==> src/rtl/iso4_eval_sequencer.sv <==
// Hardwired micro-sequencer that walks cryptoprocessor_wrapper_40 through one
// 4-isogeny point evaluation: load operands, run the fixed program, read back and reduce.
module iso4_eval_sequencer #(
  parameter int DATA_W = 40,
  parameter int ADDR_W = 7,
  parameter int CMD_W = 3 + 3 * ADDR_W,
  parameter logic [DATA_W:0] P = 41'd574448099311
) (
  input  logic              clk,
  input  logic              rst,
  input  logic              start,
  input  logic [DATA_W-1:0] x_in,
  input  logic [DATA_W-1:0] z_in,
  input  logic [DATA_W-1:0] k1_in,
  input  logic [DATA_W-1:0] k2_in,
  input  logic [DATA_W-1:0] k3_in,
  output logic              busy,
  output logic              done,
  output logic [DATA_W-1:0] xo_out,
  output logic [DATA_W-1:0] zo_out,
  output logic              cp_get_output,
  output logic              cp_data_en,
  output logic              cp_ins_in,
  output logic [CMD_W-1:0]  cp_command,
  output logic [DATA_W-1:0] cp_din_1,
  output logic [DATA_W-1:0] cp_din_2,
  input  logic [DATA_W-1:0] cp_dout_1,
  input  logic [DATA_W-1:0] cp_dout_2
);

  typedef enum logic [2:0] {
    S_IDLE,
    S_LOAD,
    S_EXEC,
    S_READ,
    S_DONE
  } state_t;

  state_t            state, state_nx;
  logic [3:0]        step, step_nx;

  logic [DATA_W-1:0] z_q, k1_q, k2_q, k3_q;
  logic [DATA_W-1:0] xo_p1;

  logic              get_nx, data_en_nx, ins_in_nx, busy_nx;
  logic [CMD_W-1:0]  cmd_nx;
  logic [DATA_W-1:0] din_1_nx;
  logic              accept;

  function automatic logic [CMD_W-1:0] mk_cmd(input int ins, input int rd1,
                                              input int rd2, input int wr);
    return {3'(ins), ADDR_W'(rd1), ADDR_W'(rd2), ADDR_W'(wr)};
  endfunction

  // Registers 0..4 hold x, z, K1, K2, K3; 5..8 are scratch; xo ends in 7, zo in 8.
  function automatic logic [CMD_W-1:0] exec_word(input logic [3:0] idx);
    logic [CMD_W-1:0] w;
    case (idx)
      4'd0:    w = mk_cmd(3, 0, 1, 5);
      4'd1:    w = mk_cmd(4, 0, 1, 6);
      4'd2:    w = mk_cmd(5, 5, 3, 7);
      4'd3:    w = mk_cmd(5, 6, 4, 8);
      4'd4:    w = mk_cmd(5, 5, 6, 5);
      4'd5:    w = mk_cmd(5, 5, 2, 5);
      4'd6:    w = mk_cmd(3, 7, 8, 6);
      4'd7:    w = mk_cmd(4, 7, 8, 8);
      4'd8:    w = mk_cmd(5, 6, 6, 6);
      4'd9:    w = mk_cmd(5, 8, 8, 8);
      4'd10:   w = mk_cmd(3, 5, 6, 7);
      4'd11:   w = mk_cmd(4, 8, 5, 5);
      4'd12:   w = mk_cmd(5, 7, 6, 7);
      4'd13:   w = mk_cmd(5, 8, 5, 8);
      default: w = mk_cmd(0, 0, 0, 0);
    endcase
    return w;
  endfunction

  // Both halves are already < P, so one conditional subtract finishes the job.
  function automatic logic [DATA_W-1:0] reduce_mod_p(input logic [DATA_W-1:0] a,
                                                      input logic [DATA_W-1:0] b);
    logic [DATA_W:0] s;
    s = {1'b0, a} + {1'b0, b};
    if (s >= P) s = s - P;
    return s[DATA_W-1:0];
  endfunction

  assign accept = (state == S_IDLE) && start;

  always_comb begin
    state_nx = state;
    step_nx  = step;
    case (state)
      S_IDLE: begin
        if (start) begin
          state_nx = S_LOAD;
          step_nx  = 4'd0;
        end
      end
      S_LOAD: begin
        if (step == 4'd4) begin
          state_nx = S_EXEC;
          step_nx  = 4'd0;
        end else begin
          step_nx = step + 4'd1;
        end
      end
      S_EXEC: begin
        if (step == 4'd13) begin
          state_nx = S_READ;
          step_nx  = 4'd0;
        end else begin
          step_nx = step + 4'd1;
        end
      end
      S_READ: begin
        if (step == 4'd2) begin
          state_nx = S_DONE;
          step_nx  = 4'd0;
        end else begin
          step_nx = step + 4'd1;
        end
      end
      S_DONE: begin
        state_nx = S_IDLE;
        step_nx  = 4'd0;
      end
      default: begin
        state_nx = S_IDLE;
        step_nx  = 4'd0;
      end
    endcase
  end

  // Port values are decoded from the next state so they register in step with it.
  always_comb begin
    get_nx     = 1'b0;
    data_en_nx = 1'b0;
    ins_in_nx  = 1'b0;
    cmd_nx     = '0;
    din_1_nx   = '0;
    busy_nx    = (state_nx == S_LOAD) || (state_nx == S_EXEC) || (state_nx == S_READ);
    case (state_nx)
      S_LOAD: begin
        data_en_nx = 1'b1;
        ins_in_nx  = 1'b1;
        cmd_nx     = mk_cmd(1, 0, 0, int'(step_nx));
        // x is taken straight from the port: step 0 is only reached on the accept edge.
        case (step_nx)
          4'd0:    din_1_nx = x_in;
          4'd1:    din_1_nx = z_q;
          4'd2:    din_1_nx = k1_q;
          4'd3:    din_1_nx = k2_q;
          default: din_1_nx = k3_q;
        endcase
      end
      S_EXEC: begin
        ins_in_nx = 1'b1;
        cmd_nx    = exec_word(step_nx);
      end
      S_READ: begin
        if (step_nx == 4'd0) begin
          get_nx = 1'b1;
          cmd_nx = mk_cmd(0, 7, 0, 0);
        end else if (step_nx == 4'd1) begin
          get_nx = 1'b1;
          cmd_nx = mk_cmd(0, 8, 0, 0);
        end
      end
      default: ;
    endcase
  end

  // Control and port stage
  always_ff @(posedge clk) begin
    if (rst) begin
      state         <= S_IDLE;
      step          <= 4'd0;
      busy          <= 1'b0;
      done          <= 1'b0;
      xo_out        <= '0;
      zo_out        <= '0;
      cp_get_output <= 1'b0;
      cp_data_en    <= 1'b0;
      cp_ins_in     <= 1'b0;
      cp_command    <= '0;
      cp_din_1      <= '0;
      cp_din_2      <= '0;
    end else begin
      state         <= state_nx;
      step          <= step_nx;
      busy          <= busy_nx;
      done          <= (state == S_READ) && (step == 4'd2);
      cp_get_output <= get_nx;
      cp_data_en    <= data_en_nx;
      cp_ins_in     <= ins_in_nx;
      cp_command    <= cmd_nx;
      cp_din_1      <= din_1_nx;
      cp_din_2      <= '0;
      if ((state == S_READ) && (step == 4'd2)) begin
        xo_out <= xo_p1;
        zo_out <= reduce_mod_p(cp_dout_1, cp_dout_2);
      end
    end
  end

  // Operand capture and xo holding stage
  always_ff @(posedge clk) begin
    if (accept) begin
      z_q  <= z_in;
      k1_q <= k1_in;
      k2_q <= k2_in;
      k3_q <= k3_in;
    end
    if ((state == S_READ) && (step == 4'd1)) begin
      xo_p1 <= reduce_mod_p(cp_dout_1, cp_dout_2);
    end
  end

endmodule

==> config.mk <==
export PLATFORM = sky130hd
export DESIGN_NAME = iso4_eval_sequencer
export DESIGN_NICKNAME = d
export VERILOG_FILES = /design/src/rtl/iso4_eval_sequencer.sv
export SDC_FILE = /design/constraint.sdc
export NUM_CORES = 1
export LEC_CHECK = 0
export CORE_MARGIN = 8
export CORE_UTILIZATION = 49
export DETAILED_ROUTE_END_ITERATION = 7
export PLACE_DENSITY = 0.82
export SLEW_MARGIN = 10
export SYNTH_ARGS = -nofsm -noshare
export SYNTH_HDL_FRONTEND = slang
export SYNTH_SLANG_ARGS = --single-unit
==> constraint.sdc <==
create_clock -name clk -period 34.2 [get_ports clk]
set_clock_uncertainty 0.15 [all_clocks]
set_input_delay 8.55 -clock clk [delete_from_list [all_inputs] [get_ports clk]]
set_output_delay 8.55 -clock clk [all_outputs]
set_load 0.05 [all_outputs]
# [Yosys cells after proc, flatten, opt, wreduce, memory -nomap -nowiden]
# Memories as Yosys holds them, arrays and structs flattened.
# Cells that the tools add are included.
[op_classes] addsub=3 order_cmp=1 eq_ne=13 mux=19 bitwise_logic=2 reduce_logical=10
[op_table] op="$pmux 40 s4" n=1
[op_table] op="$pmux 24 s3" n=1
[op_table] op="$add 40x40->41" n=1
[op_table] op="$ge 41x40->1 const B" n=1
[op_table] op="$mux 40" n=1
[op_table] op="$sub 40x40->40 const B" n=1
[op_table] op="$mux 18" n=2
[op_table] op="$mux 4" n=4
[op_table] op="$pmux 4 s4" n=1
[op_table] op="$eq 3x2->1 const B" n=4
[op_table] op="$eq 4x2->1 const B" n=3
[op_table] op="$mux 3" n=4
[op_table] op="$pmux 3 s4" n=1
[op_table] op="$eq 4x1->1 const B" n=2
[op_table] op="$eq 3x1->1 const B" n=2
[op_table] op="$reduce_or 2->1" n=3
[op_table] op="$add 4x1->4 const B" n=1
[op_table] op="$eq 4x3->1 const B" n=1
[op_table] op="$eq 4x4->1 const B" n=1
[op_table] op="$logic_not 4->1" n=1
[op_table] op="$mux 1" n=4
[op_table] op="$logic_and 1x1->1" n=3
[op_table] op="$logic_not 3->1" n=1
[op_table] op="$logic_or 1x1->1" n=2
[op_table] op="$not 1->1" n=2
[totals] regBits=356 romBits=240 inputBits=283 output_inout_bits=189 word_cells=65 memories=1
[memory_table] name="(no name shown)" words=16 width=15 rd=1 rd_clocked_by_memory_dff=0 write_ports=0 line="58" rtl="case (idx)"

# [Depth between registers and ports, before layout]
[logic_depth] ltp_word=7 depth_mapped=17 depth_no_buf=14

# [Worst setup path after synthesis]
# No wires, ideal clock.
[synth_timing] path_kind="input -> register" startpoint="input start" endpoint="register cp_command[0]" setup_ns=0.134 arrival_ns=27.465 setup_slack_ns=6.451 cell_stages=6 n_path_buf=0 path_cell_list="nor4b_1 -> nor2_1 -> nand4_1 -> nand2_1 -> a21oi_1 -> nor2_1"
[synth_between] elab_chain_cells=5 word_cells_on_any_way=11 classes_between="eq/ne: 3; mux: 6; reduce/logical: 1; memory: 1"
[synth_lines] item="start: declaration" line="11" rtl="input logic start,"
[synth_lines] item="branches (longest 4 deep; another with $mem_v2 16x15)"
[synth_lines] item="$pmux 24 s3 *" line="142" rtl="case (state_nx)"
[synth_lines] item="end signal: assignment" line="196" rtl="cp_command <= cmd_nx;"
[synth_lines] item="end: declaration" line="24" rtl="output logic [CMD_W-1:0] cp_command,"
# Mark *: on every way between the ends.
# A chain may end at the register's enable or synchronous reset.

# [Worst setup path in the final report]
[layout_timing] startpoint="input cp_dout_1[6]" endpoint="register zo_out[18]"
[layout_between] elab_chain_cells=3 word_cells_on_any_way=4 classes_between="add/sub: 2; order compare: 1; mux: 1"
[layout_lines] item="start: declaration" line="27" rtl="input logic [DATA_W-1:0] cp_dout_1,"
[layout_lines] item="$add 40x40->41 *" line="82" rtl="s = {1'b0, a} + {1'b0, b};"
[layout_lines] item="$sub 40x40->40 / $ge 41x40->1 (equally long branches)" line="83" rtl="if (s >= P) s = s - P;"
[layout_lines] item="$mux 40 *" line="83"
[layout_lines] item="end signal: assignment" line="201" rtl="zo_out <= reduce_mod_p(cp_dout_1, cp_dout_2);"
[layout_lines] item="end: declaration" line="20" rtl="output logic [DATA_W-1:0] zo_out,"
# Every way passes the cells marked *; elsewhere a longest branch is shown, timed or not.

==> results.yml <==
yosys:
  synth-edff-count: 200
  synthFlopType: "edfxtp_1"
  ys_seq_area_frac: 0.5340
  syn_area_mm2: 0.01676
  ys_types: 92
  synthCells: 1610
  yosysWarnings: 0
  syn_avg_cell_area_um2: 10.41
  async_flop_share: 0
  ys_ff_latch: 347
critical_path:
  worstSetupStartpointType: "primary input"
  end_kind: "flop"
  worstPathRequired_ns: 34.45
  worstPathMaxFanout: 16
  cp_common_cell: "o21ai_0"
  cp.arrival_ns: 13.53
  rrSetupSlack_ns: 29.62
  reg2reg_depth: 13
  cp_slowest_cell: "o32ai_1"
  worstPathCellList: "clkdlybuf4s50_1, ha_1, a21oi_1, o21ai_0, and2_1, o32ai_1, o221ai_1, a41oi_1, o21ai_2, a21oi_2, and4b_1, nor2_2, o21ai_0, a311oi_1"
  r2r_end: "cp_din_1[35]$_SDFF_PP0_"
  cpPeakStageDelay_ns: 0.78
  rr_startpoint: "step[0]$_SDFF_PP0_"
  path_class: "in -> reg"
detailed_routing:
  routed_via_density: 5.839
  vias: 14481
  drt_iter0_drc: 1254
  drc_errors: 0
  wl_per_cell_um: 22.88
  dr.pass1.iters: 7
  routed_wl_um: 56740
  antenna_left: 0
clock_tree:
  numCtsBuffers: 37
  cts_resized: 0
  cts.clk_slew.worst_paths_ns: 0.06
  clock_tree.root_cell: "clkbuf_16"
  h-tree-depth: 2
  cts_tree: "done"
  cts_buffer_depth: 3
  cts_setup_buffers: 0
  clkLatencyLatePin_ns: 0.51
  holdBufCountCts: 0
  cts.sinks: 347
sta:
  period_needed_ns: 13.27
  relSlewSlack: 0.2780
  slew_violations: 0
  setup_violations: 0
  tightest_slew_ns: 1.066
  timing.hold.ws_ns: 0.3037
  hold_violations: 0
  fin_crit_sh: 0.3881
  max_freq_mhz: 75.34
  rsz0062_at_grt: "false"
  fin_tns_setup_ns: 0
  setup_slack_ns: 20.93
floorplanning:
  start_util: 0.4985
  rows: 67
  pin_count: 472
  dieArea_mm2: 0.04037
  die_height_um: 200.9
  die_x_um: 200.9
  core_mm2: 0.03362
pwr:
  pwr-share-clk: 0.350
  ir_drop_uv: 43.09
  internal-power_mw: 0.7956
  seq_power_share: 0.421
  p_sw_frac: 0.2928
  p_comb_frac: 0.228
  p_per_area_mw_per_mm2: 50.23
  p_total_mw: 1.125
  power.switching_mw: 0.3293
  p_leak_nw: 8.114
final_layout:
  syn_to_final_growth_pct: 33.64
  final_common_cell: "clkdlybuf4s50_1"
  final_net_count: 2334
  drive_above_1_share: 0.05775
  layout_common_cells: "clkdlybuf4s50_1, edfxtp_1, nand2_1"
global_route:
  grt_pass1_wl_um: 86020
  first_global_vias: 14399
  grt_start_max_net_pins: 163
  grt.total_usage: 0.2673
  antenna_found_initial: 8
  overflow: 0
job:
  drv_cap: 0
place:
  place_congestion: 0.9184
  post-dp-hpwl_um: 42620
  io_buffers: 422
  place_ws_ns: 20.50
min_path:
  whs_endpoint: "xo_out[39]$_SDFFE_PP0P_"
  min_from: "xo_out[39]$_SDFFE_PP0P_"
  hold_depth: 2
  min_path_type: "reg -> reg"
outcome:
  status: "finished, final reports clean"
-- kinds of logic after synthesis --
kind of cell | after synthesis | share of synthesized area
compound gates | 503 | 0.2076
xor+xnor | 55 | 0.02874
fa+ha+maj | 54 | 0.04076
buf+inv | 162 | 0.04913
flops | 347 | 0.5340
mux | 8 | 0.005002
other cells | 1 | 0.0002238
simple gates | 480 | 0.1345
-- through the flow --
| stage | util | area, um^2 | std cells |
|---|---|---|---|
| after floorplan | - | 16940 | 1658 |
| after global placement | 0.6296 | 21170 | 2406 |
| after detailed placement | 0.6296 | 21170 | 2406 |
| after CTS | 0.6656 | 22380 | 2474 |
| after global routing | 0.6662 | 22400 | 2480 |
| final | 0.6662 | 22400 | 2480 |
-- metal layers --
layer  track usage  share of wire  up-vias
met5             0        0.00023        -
met4        0.1293          0.046        2
li1              -              -     6698
met1        0.3164           0.38     6956
met2        0.4594           0.49      687
met3       0.05325          0.076      138
-- worst max-delay path by stage --
| stage | start | to | slack (ns) |
|---|---|---|---|
| 2_1_floorplan | start | cp_command[0]$_SDFF_PP0_ | 6.45 |
| 3_3_place_gp | cp_dout_1[0] | xo_p1[11]$_DFFE_PP_ | 20.69 |
| 3_5_place_dp | cp_dout_1[6] | zo_out[18]$_SDFFE_PP0P_ | 20.50 |
| 4_1_cts | cp_dout_1[6] | zo_out[18]$_SDFFE_PP0P_ | 20.99 |
| 5_1_grt | cp_dout_1[6] | zo_out[4]$_SDFFE_PP0P_ | 20.55 |
| 6_report | cp_dout_1[6] | zo_out[18]$_SDFFE_PP0P_ | 20.93 |
-- power groups by stage --
| stage | clock (mW) | combinational, mW | sequential [mW] |
|---|---|---|---|
| 5_1_grt | 0.415 | 0.275 | 0.475 |
| 6_report | 0.394 | 0.257 | 0.474 |
| 2_1_floorplan | 0 | 0.147 | 0.509 |
| 3_5_place_dp | 0 | 0.252 | 0.483 |
| 3_3_place_gp | 0 | 0.248 | 0.481 |
| 4_1_cts | 0.399 | 0.254 | 0.474 |
-- registers in the layout, summed over array words and instances, names as in the netlist, 3 cells and up --
signal / cells
xo_out: 40
state: 3
cp_din_1: 40
cp_command: 15
k3_q: 40
k1_q: 40
k2_q: 40
zo_out: 40
z_q: 40
step: 4
xo_p1: 40
-- final cells by class --
cell class                 instances  area [um^2]
antenna                            6        15.01
clock buffer                      54         1061
clock inverter                    14        150.1
fill                            2533        11220
inverter                          26        97.59
multi-input combinational       1149         7227
sequential                       347         8949
tap                              448        560.5
timing repair buffer             436         4337
-- cells in the mapped netlist, types with 6 or more instances --
cell type / count / area share
o21ai_1: 7 / 0.0021
o21ai_0: 48 / 0.014
a22oi_1: 85 / 0.038
a211oi_1: 13 / 0.0058
inv_1: 26 / 0.0058
buf_2: 10 / 0.0030
nand4_1: 14 / 0.0052
o211ai_1: 14 / 0.0063
clkbuf_1: 72 / 0.016
dfxtp_1: 147 / 0.18
ha_1: 53 / 0.040
nand3_1: 19 / 0.0057
xnor2_1: 31 / 0.016
and2_1: 9 / 0.0034
nor2b_1: 12 / 0.0045
a21oi_1: 134 / 0.040
and4_1: 6 / 0.0031
nor2_1: 129 / 0.029
a21o_1: 17 / 0.0076
o21a_1: 29 / 0.013
and3_1: 18 / 0.0067
nor4_1: 7 / 0.0026
a31oi_1: 50 / 0.019
nor3_1: 16 / 0.0048
a211oi_2: 9 / 0.0067
nand2b_1: 13 / 0.0049
or3_1: 9 / 0.0034
edfxtp_1: 200 / 0.36
o211a_1: 14 / 0.0084
buf_4: 50 / 0.022
xor2_1: 24 / 0.013
nand2_1: 194 / 0.043
-- worst max-delay path: cells and delay by family --
| kind | cells | cell delay (ns) |
|---|---|---|
| and+or+nand+nor | 3 | 1.10 |
| buffers and inverters | 1 | 0.42 |
| adders and majority gates | 1 | 0.36 |
| AOI/OAI and AO/OA | 9 | 3.09 |
Note: power is estimated with default switching activity, not from simulation.
